--- src/rtl/display_pkg.sv ---
// Shared types and constants for the score scan display.
package display_pkg;
    typedef logic [6:0] seg7_t;

    localparam seg7_t SEG_BLANK  = 7'h7F;
    localparam seg7_t SEG_DASH   = 7'h3F;
    localparam int    NUM_DIGITS = 6;
endpackage

--- src/rtl/bcd_to_seg7.sv ---
// Combinational BCD nibble to active-low seven-segment glyph (bit 0 = a).
module bcd_to_seg7
    import display_pkg::*;
(
    input  logic [3:0] nibble,
    input  logic       blank,
    output seg7_t      seg_n
);
    always_comb begin
        seg_n = SEG_DASH;
        if (blank) begin
            seg_n = SEG_BLANK;
        end else begin
            case (nibble)
                4'd0:    seg_n = 7'b1000000;
                4'd1:    seg_n = 7'b1111001;
                4'd2:    seg_n = 7'b0100100;
                4'd3:    seg_n = 7'b0110000;
                4'd4:    seg_n = 7'b0011001;
                4'd5:    seg_n = 7'b0010010;
                4'd6:    seg_n = 7'b0000010;
                4'd7:    seg_n = 7'b1111000;
                4'd8:    seg_n = 7'b0000000;
                4'd9:    seg_n = 7'b0010000;
                default: seg_n = SEG_DASH;
            endcase
        end
    end
endmodule

--- src/rtl/score_scan_display.sv ---
// Six-digit multiplexed score display with per-frame snapshot of both scores.
// Define SCORE_LZB_EN for per-player leading-zero blanking.
module score_scan_display
    import display_pkg::*;
#(
    parameter int REFRESH_DIV = 50000
) (
    input  logic        Clk,
    input  logic        Reset,
    input  logic [11:0] P1_points_hex,
    input  logic [11:0] P2_points_hex,
    output logic [6:0]  Seg_n,
    output logic [5:0]  An_n,
    output logic        Frame_done
);
    localparam int DW = (REFRESH_DIV > 2) ? $clog2(REFRESH_DIV) : 1;

    logic [DW-1:0] div_cnt_q, div_cnt_d;
    logic [2:0]    idx_q, idx_d;
    logic [11:0]   s1_q, s1_d, s2_q, s2_d;
    logic          load_pend_q, load_pend_d;
    seg7_t         seg_n_q, seg_n_d;
    logic [5:0]    an_n_q, an_n_d;
    logic          frame_done_q, frame_done_d;

    logic          tick, load;
    logic [11:0]   score;
    logic [1:0]    dsel;
    logic [3:0]    nibble;
    logic          blank;
    seg7_t         seg_dec;

    always_comb begin
        tick      = (div_cnt_q == DW'(REFRESH_DIV - 1));
        div_cnt_d = tick ? '0 : div_cnt_q + DW'(1);
        idx_d     = idx_q;
        if (tick) idx_d = (idx_q == 3'(NUM_DIGITS - 1)) ? 3'd0 : idx_q + 3'd1;

        load         = load_pend_q | (tick & (idx_q == 3'(NUM_DIGITS - 1)));
        load_pend_d  = 1'b0;
        s1_d         = load ? P1_points_hex : s1_q;
        s2_d         = load ? P2_points_hex : s2_q;
        frame_done_d = load;

        // Outputs are built from next-state values so the pins line up with
        // the new slot and new snapshot one cycle after they are decided.
        if (idx_d >= 3'd3) begin
            score = s2_d;
            dsel  = 2'(idx_d - 3'd3);
        end else begin
            score = s1_d;
            dsel  = idx_d[1:0];
        end
        case (dsel)
            2'd0:    nibble = score[3:0];
            2'd1:    nibble = score[7:4];
            default: nibble = score[11:8];
        endcase
`ifdef SCORE_LZB_EN
        blank = ((dsel == 2'd2) && (score[11:8] == 4'd0)) ||
                ((dsel == 2'd1) && (score[11:8] == 4'd0) && (score[7:4] == 4'd0));
`else
        blank = 1'b0;
`endif
        an_n_d  = ~(6'b000001 << idx_d);
        seg_n_d = seg_dec;
    end

    bcd_to_seg7 u_dec (
        .nibble (nibble),
        .blank  (blank),
        .seg_n  (seg_dec)
    );

    always_ff @(posedge Clk) begin
        if (Reset) begin
            div_cnt_q    <= '0;
            idx_q        <= 3'd0;
            s1_q         <= 12'h000;
            s2_q         <= 12'h000;
            load_pend_q  <= 1'b1;
            seg_n_q      <= SEG_BLANK;
            an_n_q       <= 6'h3F;
            frame_done_q <= 1'b0;
        end else begin
            div_cnt_q    <= div_cnt_d;
            idx_q        <= idx_d;
            s1_q         <= s1_d;
            s2_q         <= s2_d;
            load_pend_q  <= load_pend_d;
            seg_n_q      <= seg_n_d;
            an_n_q       <= an_n_d;
            frame_done_q <= frame_done_d;
        end
    end

    assign Seg_n      = seg_n_q;
    assign An_n       = an_n_q;
    assign Frame_done = frame_done_q;
endmodule
--- config.mk ---
export PLATFORM = sky130hd
export DESIGN_NAME = score_scan_display
export DESIGN_NICKNAME = d
export VERILOG_FILES = /design/src/rtl/display_pkg.sv /design/src/rtl/bcd_to_seg7.sv /design/src/rtl/score_scan_display.sv
export SDC_FILE = /design/constraint.sdc
export NUM_CORES = 1
export LEC_CHECK = 0
export BUFFER_PORTS_ARGS = -buffer_cell sky130_fd_sc_hd__buf_2
export CORE_MARGIN = 1.5
export CORE_UTILIZATION = 50
export DETAILED_ROUTE_END_ITERATION = 12
export HOLD_SLACK_MARGIN = 0.1
export PLACE_DENSITY = 0.7
export REMOVE_ABC_BUFFERS = 1
export SETUP_SLACK_MARGIN = 0.4
export SLEW_MARGIN = 15
export SYNTH_ARGS = -nofsm -noshare
export SYNTH_HDL_FRONTEND = slang
export SYNTH_SLANG_ARGS = --single-unit
--- constraint.sdc ---
create_clock -name Clk -period 3.7 [get_ports Clk]
set_input_delay 1.11 -clock Clk [delete_from_list [all_inputs] [get_ports Clk]]
set_output_delay 1.11 -clock Clk [all_outputs]
set_load 0.05 [all_outputs]
Yosys cells after proc, flatten, opt, wreduce, memory -nomap -nowiden
Memory sizes are Yosys's and may differ from the RTL's. A register that Yosys moved wholly into a read port is not among the register bits.
Index checks and enable logic that the tools add are counted.
{"block": "word_totals", "regBits": 51, "romBits": 112, "output_inout_bits": 14, "n_memories": 1}
{"block": "op_classes", "n_addsub": 3, "order_cmp": 1, "n_eq_ne": 3, "shifts": 1, "n_mux": 8, "bitwise_logic": 3, "n_reduce_logical": 2}
{"name": "(no name shown)", "depth": 16, "width": 7, "rd": 1, "rd_clocked_by_memory_dff": 1, "wr": 0, "line": "bcd_to_seg7.sv:14", "text": "case (nibble)"}
{"operator": "12-bit 2-to-1 mux", "count": 3}
{"operator": "16-bit by 1-bit adder with 16-bit output (second input constant)", "count": 1}
{"operator": "16-bit equality test (second input constant)", "count": 1}
{"operator": "4-bit one-hot mux with 2 select lines", "count": 1}
{"operator": "3-bit 2-to-1 mux", "count": 2}
{"operator": "6-bit NOT", "count": 1}
{"operator": "1-bit by 3-bit << shifter with 6-bit output (first input constant)", "count": 1}
{"operator": "3-bit by 1-bit adder with 3-bit output (second input constant)", "count": 1}
{"operator": "3-bit equality test (second input constant)", "count": 1}
{"operator": "3-bit by 2-bit greater-or-equal comparator with 1-bit output (second input constant)", "count": 1}
{"operator": "2-bit by 1-bit equality test with 1-bit output (second input constant)", "count": 1}
{"operator": "2-bit zero test", "count": 1}
{"operator": "2-bit 2-to-1 mux", "count": 1}
{"operator": "2-bit OR reduction", "count": 1}
{"operator": "2-bit subtractor (second input constant)", "count": 1}
{"operator": "1-bit bitwise AND", "count": 1}
{"operator": "1-bit 2-to-1 mux", "count": 1}
{"operator": "1-bit bitwise OR", "count": 1}

Logic depth before layout (Yosys ltp)
Gate-level depths: netlist of the first run.
{"block": "logic_depth", "word_depth": 7, "mapped_depth": 19}

Modules after synthesis
From an unflattened synthesis of the first run, not the netlist that was laid out.
{"block": "unflattened", "hier_cells": 348, "area_unflattened_um2": 2912.8}
{"mod": "score_scan_display", "instances": 1, "cells_each": 313, "area_per_inst_um2": 2677.6}
{"mod": "bcd_to_seg7", "instances": 1, "cells_each": 35, "area_per_inst_um2": 235.2}

Worst setup path before layout of the first run
No wires, ideal clock.
{"block": "synth_path", "kind": "reg-to-reg", "startpoint": "register div_cnt_q[4]", "endpoint": "register seg_n_q[2] (netlist: Seg_n[2])", "setup_ns": 0.114, "arrival_time_ns": 3.683, "t_required_ns": 3.586, "slack_ns": -0.097, "path_stages_with_launch": 18, "n_path_buf": 1, "period_less_slack_ns": 3.797, "path_cell_list": "dfxtp_1 -> or4b_4 -> nor4_4 -> nand2_1 -> a21oi_1 -> inv_1 -> ha_1 -> buf_4 -> and3_1 -> o21ai_0 -> a21oi_1 -> o21ai_0 -> o21ai_0 -> a211oi_2 -> inv_1 -> ha_1 -> a21o_1 -> a21o_1"}
{"block": "synth_between", "elab_chain_cells": 6, "elab_cells_between_ends": 13, "cone_classes": "add/sub (1); order compare (1); eq/ne (2); mux (6); bitwise (2); reduce/logical (1)"}
{"item": "start, declared", "line": "score_scan_display.sv:18", "text": "logic [DW-1:0] div_cnt_q, div_cnt_d;"}
{"item": "start signal, assigned", "line": "score_scan_display.sv:86", "text": "div_cnt_q <= div_cnt_d;"}
{"item": "16-bit equality test *", "line": "score_scan_display.sv:34", "text": "tick = (div_cnt_q == DW'(REFRESH_DIV - 1));"}
{"item": "3-bit 2-to-1 mux *", "line": "score_scan_display.sv:37", "text": "if (tick) idx_d = (idx_q == 3'(NUM_DIGITS - 1)) ? 3'd0 : idx_q + 3'd1;"}
{"item": "via idx_d[1]", "line": "score_scan_display.sv:19", "text": "logic [2:0] idx_q, idx_d;"}
{"item": "3-bit by 2-bit greater-or-equal comparator with 1-bit output or 2-bit subtractor (tied branches)", "line": "score_scan_display.sv:47, score_scan_display.sv:49"}
{"item": "2-bit 2-to-1 mux", "line": "score_scan_display.sv:47", "text": "if (idx_d >= 3'd3) begin"}
{"item": "2-bit by 1-bit equality test with 1-bit output or 2-bit zero test (tied branches)", "line": "score_scan_display.sv:54", "text": "case (dsel)"}
{"item": "4-bit one-hot mux with 2 select lines *", "line": "score_scan_display.sv:54"}
{"item": "end, declared", "line": "score_scan_display.sv:22", "text": "seg7_t seg_n_q, seg_n_d;"}
Mark *: on every way through the listed nets, which the timed path passes. The rest lies on a longest branch.
A chain may end at the register's enable or synchronous reset.

Final worst setup path of the first run
Same ends and word-level chain as after synthesis.

==> run metrics, run 1 <==
vias in the first global route 3120; PwrDens 352 nW/µm²; compound-gate portion of the synthesized area 21.6%; Syn Inst Count 424; root buf cell clkbuf_8; IO buf count 39; DR WL/cell 16.5 µm; register area share after synthesis 34.5%; GP Congestion 0.970; commonest non-fill, non-tap cell in the layout nand2_1; P&R area growth vs syn 23.8%; global-route wire length before repair 15400 µm; nets 519; Cell Area, Synth 3370 µm²; via count 3409; antenna-violating nets left 0; Startpoint Class register; HPWL after DPL 6320 µm; pin count of the biggest net entering global routing 36; synthesized-area fraction occupied by adder cells 3.34%; ant diodes 0; YS warnings 0; Final Hold Fails 0; status finished with violations; Distinct cells, synth 65; post-route clock skew 0.00951 ns; Max VDD drop 0.199 mV; FILL cells 546; final period utilization 93.8%; deepest clock path buffer count 2; Starting DRT DRC Count 221; die footprint 7240 µm²; TritonCTS Sinks 58; critical path's top delay family simple AND/OR/NAND/NOR gates; Critical Path Max Stage Delay 0.59 ns; max-slew violations 0; CTS tree done; Crit. End Element register; # setup viols final 0; Least-Margin Pin Slew 0.707 ns; Post-Route WL 9360 µm; drt via density 6.02; Simple-Gate Fraction of Synth Area 27.6%; CP dominant cell by count a21o_1; WP data required 3.94 ns; overall die height 85.1 µm; #FFs+latches synth 58; CTS HTree Levels 3; crit path buf inv count 1; crit-path cells or4b_4, nor4_4, nand2_2, a21oi_2, inv_2, ha_4, and3_1, o21ai_2, nand3_2, and3_4, or4_4, a21o_1, a21o_1; unrepaired setup endpoints after global routing true; Clk Latency, worst-skew pair 0.35 ns; DRC violations left 2; Placed Area 3720 µm²; Syn Area/Cell 7.95 µm²; Slew HR 52.8%; GRT Util Overall 26.7%; Final Cell Area 4170 µm²; Leakage 0.00168 µW; cts hold-fix bufs 0; # Max-Cap Violations 0; crit path kind reg -> reg; fraction of registers with async set/reset 0%; cts bufs inserted 9; slowest CP cell or4b_4; initial antenna violation count 0; Critical Path AT 3.71 ns; number of synthesized flops with an enable pin 0; Congestion Overflow GR 0; fmax 288 MHz; FP Rows 29; violated checks DRC; worst-path maximum fanout 8; Synth Area in XOR/XNOR 3.12%; Final min period 3.47 ns; clock slew at reported path FFs 0.07 ns; DR pass1 iterations 10; core area 6420 µm²; mux contribution to synthesized area 4.38%; Synth Flop Type dfxtp_1; IO Count 40; main combinational cell family by area after synthesis simple AND/OR/NAND/NOR gates; min-delay worst type reg -> reg; commonest non-fill, non-tap cells in the layout nand2_1, dfxtp_1, buf_2; layout cells sized above 1 29.4%; initial core utilization 52.5%; Layout Utilization 65.0%; Die X 85.1 µm
-- power by group --
part	internal, µW	total [µW]	switching [µW]	leakage, µW
clock network	348	602	255	0.000101
logic	74.9	196	121	0.00110
registers	652	669	16.6	0.000476
total	1070	1470	393	0.00168
-- through the flow --
| step | power (µW) | setup WS (ns) | cells | hold slack, ns | setup TNS (ns) |
|---|---|---|---|---|---|
| after global placement | 855 | 0.0451 | 540 | 0.431 | 0 |
| after detailed placement | 860 | -0.0304 | 540 | 0.436 | -0.0567 |
| after floorplan | 795 | -0.493 | 398 | 0.418 | -2.69 |
| final | 1470 | 0.230 | 566 | 0.453 | 0 |
| after global routing | 1520 | 0.0239 | 566 | 0.485 | 0 |
| after CTS | 1460 | 0.395 | 564 | 0.454 | 0 |
-- cell type report --
cell class	count	area [µm²]	share of cell area, %
Tap cell	77	96.3	2.31
Inverter	11	41.3	0.990
Clock inverter	2	35.0	0.840
Timing Repair Buffer	75	469	11.2
Multi-Input combinational cell	329	2210	52.9
Clock buffer	14	163	3.90
Sequential cell	58	1160	27.9
-- Yosys cell counts (5+ instances only) --
| master | n | share of area [%] |
|---|---|---|
| nand3_1 | 17 | 2.5 |
| o21ai_0 | 27 | 4.0 |
| a32oi_1 | 6 | 1.6 |
| a22oi_1 | 6 | 1.3 |
| dfxtp_1 | 58 | 34 |
| inv_1 | 10 | 1.1 |
| nand2_1 | 61 | 6.8 |
| nor2_1 | 38 | 4.2 |
| clkbuf_1 | 16 | 1.8 |
| or3_1 | 5 | 0.93 |
| nand4_1 | 7 | 1.3 |
| a21oi_1 | 36 | 5.3 |
| buf_6 | 5 | 1.7 |
| xnor2_1 | 5 | 1.3 |
| nor3_1 | 8 | 1.2 |
| and3_1 | 14 | 2.6 |
| o22ai_1 | 7 | 1.3 |
| xor2_1 | 7 | 1.8 |
| mux2i_1 | 11 | 3.3 |
| ha_1 | 9 | 3.3 |
-- timing repair --
item / in CTS / in global routing
resized for setup: 21 / 29
setup endpoints to repair: 7 / 7
setup buffers: 8 / 2
pin swaps: 14 / 18
-- state kept, by name, indices dropped and copies added (netlist names) --
| name | flops |
|---|---|
| Seg_n | 7 |
| s2_q | 12 |
| div_cnt_q | 16 |
| An_n | 6 |
| Frame_done | 1 |
| idx_q | 3 |
| s1_q | 12 |
| load_pend_q | 1 |
-- layer usage --
metal | vias up | track usage, % | wire length, µm
li1 | 1657 | - | -
met2 | 104 | 42.3 | 4390
met5 | - | 0 | 0
met1 | 1628 | 35.3 | 4270
met3 | 20 | 5.64 | 481
met4 | 0 | 11.5 | 215
-- logic make-up (layout without fill, tap and decap cells) --
group	count (synthesis)	in the layout
xor+xnor	12	12
flops	58	58
buf+inv	37	102
simple gates	179	179
fa+ha+maj	9	9
compound gates	115	115
mux	14	14
-- final timing paths --
| kind | startpoint | to | slack, ns | cells past startpoint |
|---|---|---|---|---|
| max | div_cnt_q[4] | Seg_n[2] | 0.23 | 13 |
| min | div_cnt_q[0] | div_cnt_q[0] | 0.45 | 1 |
| max reg2reg | div_cnt_q[4] | Seg_n[2] | 0.23 | 13 |
| min reg2reg | div_cnt_q[0] | div_cnt_q[0] | 0.45 | 1 |
Power figures use the tool's default switching activity.
==> run 2: changes to the inputs <==
Settings changed: ABC_AREA from default to 1, PLACE_DENSITY 0.7 to 0.71.
==> run 2 against run 1 <==
Against the previous run:
- the flow now finishes without violations
- clock skew hardly changed
- cell count decreased by 8.3%
- sequential cell count unchanged
- largest power group unchanged
- clock power is 18% lower
- first-iteration DRC count down 40%
- sequential power fell by 1%
- register-to-register slack better by 0.58 ns
- die area is 13% lower
- count of clock-buffer cells in the layout fell by 1
- synthesized cell count decreased by 5.9%
- via count decreased by 26%
==> run metrics, run 2 <==
status complete, no violations; post-route clock skew 0.00929 ns; DP Cell Count 503; worst r2r dst Seg_n[3]; Largest register FFs 16; mux contribution to synthesized area 0%; overall die height 79.3 µm; Post-Route WL 5660 µm; Layout Utilization 59.3%; worst slack, placed 0.838 ns; Slew HR 71.4%; switching share of power 27.1%; Congestion Overflow GR 0; register area share after synthesis 39.9%; Final Hold Fails 0; IO Count 40; CTS HTree Levels 3; Die X 79.3 µm; most common cell in the netlist nand2_1; core area 5570 µm²; sequential share of power 49.9%; Synth Area in XOR/XNOR 0.602%; Combinational Power Share 12.9%; DR pass1 iterations 4; drt via density 4.84; fraction of registers with async set/reset 0%; CTS resizes 0; largest cells by area after synthesis dfxtp_1, nand2_1, inv_1; FF-to-FF Start div_cnt_q[0]; initial antenna violation count 0; GRT Util Overall 20.4%; final setup TNS 0 ns; clock power share 37.2%; antenna-violating nets left 0; CP endpoint Seg_n[3]; ant diodes 0; die footprint 6280 µm²; Syn Inst Count 399; cts bufs inserted 9; Distinct cells, synth 36; reg2reg setup slack 0.81 ns; Synth Flop Type dfxtp_1; commonest non-fill, non-tap cell in the layout nand2_1; WP data required 3.91 ns; global-route wire length before repair 10000 µm; Final min period 2.89 ns; unrepaired setup endpoints after global routing false; Startpoint Class register; Syn Area/Cell 7.29 µm²; DRC violations left 0; top cell type's share of synthesized area 39.9%; Non-Filler Instances 519; cts hold-fix bufs 0; HPWL after DPL 3970 µm; Crit. End Element register; commonest non-fill, non-tap cells in the layout nand2_1, dfxtp_1, inv_1; root buf cell clkbuf_8; number of synthesized flops with an enable pin 0; GP Congestion 0.890; pin count of the biggest net entering global routing 37; CTS tree done; # setup viols final 0; synthesized-area fraction occupied by adder cells 3.87%; R2R cell count 18; FP Rows 27; Cell Area, Synth 2910 µm²; crit path kind reg -> reg; worst setup margin 0.813 ns; Clk Latency, worst-skew pair 0.33 ns; DR WL/cell 10.9 µm; min-delay worst type reg -> reg; worst-path maximum fanout 5; Psw 360 µW; Yosys top cell by area dfxtp_1; fmax 346 MHz; P&R area growth vs syn 13.6%; compound-gate portion of the synthesized area 7.91%; #FFs+latches synth 58; # Max-Cap Violations 0; deepest clock path buffer count 2; YS warnings 0; vias in the first global route 2243; hold depth 1; internal power 967 µW; nets 477; Max VDD drop 0.214 mV; layout cells sized above 1 21.3%; main combinational cell family by area after synthesis simple AND/OR/NAND/NOR gates; TritonCTS Sinks 58; max-slew violations 0; PwrDens 401 nW/µm²; initial core utilization 52.2%; Least-Margin Pin Slew 0.429 ns; Simple-Gate Fraction of Synth Area 38.7%; Starting DRT DRC Count 132; IO buf count 39; Worst Setup SP div_cnt_q[0]; final period utilization 78.0%; largest registers div_cnt_q (16), s1_q (12), s2_q (12); top cells by count, synth nand2_1, dfxtp_1, inv_1; Critical Path AT 3.10 ns; Leakage 0.00159 µW; clock slew at reported path FFs 0.06 ns; Post-CTS Setup Inserts 0; via count 2510; Most flops, register div_cnt_q
run 2: cell types whose count changed in the layout (fill, tap and decap cells not counted), moves of 7 or more:
cell	before	now
a21oi_1	32	18
and3_1	9	1
buf_4	35	1
inv_1	7	46
mux2i_1	11	0
nand2_1	59	105
nand2_2	2	14
nand3_1	16	26
o22ai_1	7	0
run 2: final cells by class:
class	instances	area, µm²
Timing Repair Buffer	40	203
Tap cell	72	90.1
Clock buffer	13	149
Multi-Input combinational cell	280	1490
Fill cell	546	2270
Sequential cell	58	1160
Inverter	53	201
Clock inverter	3	15.0
run 2: routing by layer:
layer	vias to the layer above	wire length, µm	track usage (%)
li1	1340	-	-
met2	58	2440	31.5
met1	1105	2860	27.0
met3	7	265	4.48
met5	-	0	0
met4	0	93	10.0
run 2: worst min-delay path by stage:
stage | slack, ns | end | startpoint
final | 0.46 | div_cnt_q[0] | div_cnt_q[0]
after global routing | 0.50 | div_cnt_q[0] | div_cnt_q[0]
after CTS | 0.46 | div_cnt_q[0] | div_cnt_q[0]
after detailed placement | 0.45 | div_cnt_q[0] | div_cnt_q[0]
after global placement | 0.43 | div_cnt_q[0] | div_cnt_q[0]
after floorplan | 0.42 | div_cnt_q[0] | div_cnt_q[0]
run 2: metrics by stage:
stage / power [µW] / area, µm² / hold WS, ns
after global placement: 843 / 3140 / 0.432
final: 1330 / 3310 / 0.457
after detailed placement: 846 / 3140 / 0.452
after CTS: 1340 / 3310 / 0.461
after floorplan: 798 / 2850 / 0.418
after global routing: 1390 / 3310 / 0.497
run 2: logic make-up (layout without fill, tap and decap cells):
logic type                 count (synthesis)  in the layout
and+or+nand+nor                          226            226
DFF                                       58             58
AOI/OAI and AO/OA                         43             43
adders and majority gates                  9              9
xor gates and xnor gates                   2              2
buffers and inverters                     61            109
run 2: power by group through the flow:
stage	logic, µW	clock network, µW	registers (µW)
CTS	171	506	662
detailed placement	170	0	676
floorplan	89.3	0	708
global placement	169	0	675
finish	171	494	662
global route	193	535	664
run 2: critical path: stages (launching register included):
cell     delay [ns]
dfxtp_1        0.35
ha_1           0.20
nand3_2        0.17
nor2_8         0.19
nand3_1        0.10
nand2_2        0.15
inv_4          0.06
ha_1           0.27
inv_1          0.04
nand2_2        0.08
nand2_4        0.08
nor2_4         0.14
nand2_1        0.09
nand3_1        0.17
inv_1          0.11
ha_1           0.28
nand4_1        0.11
nand3_1        0.10
nand3_1        0.06
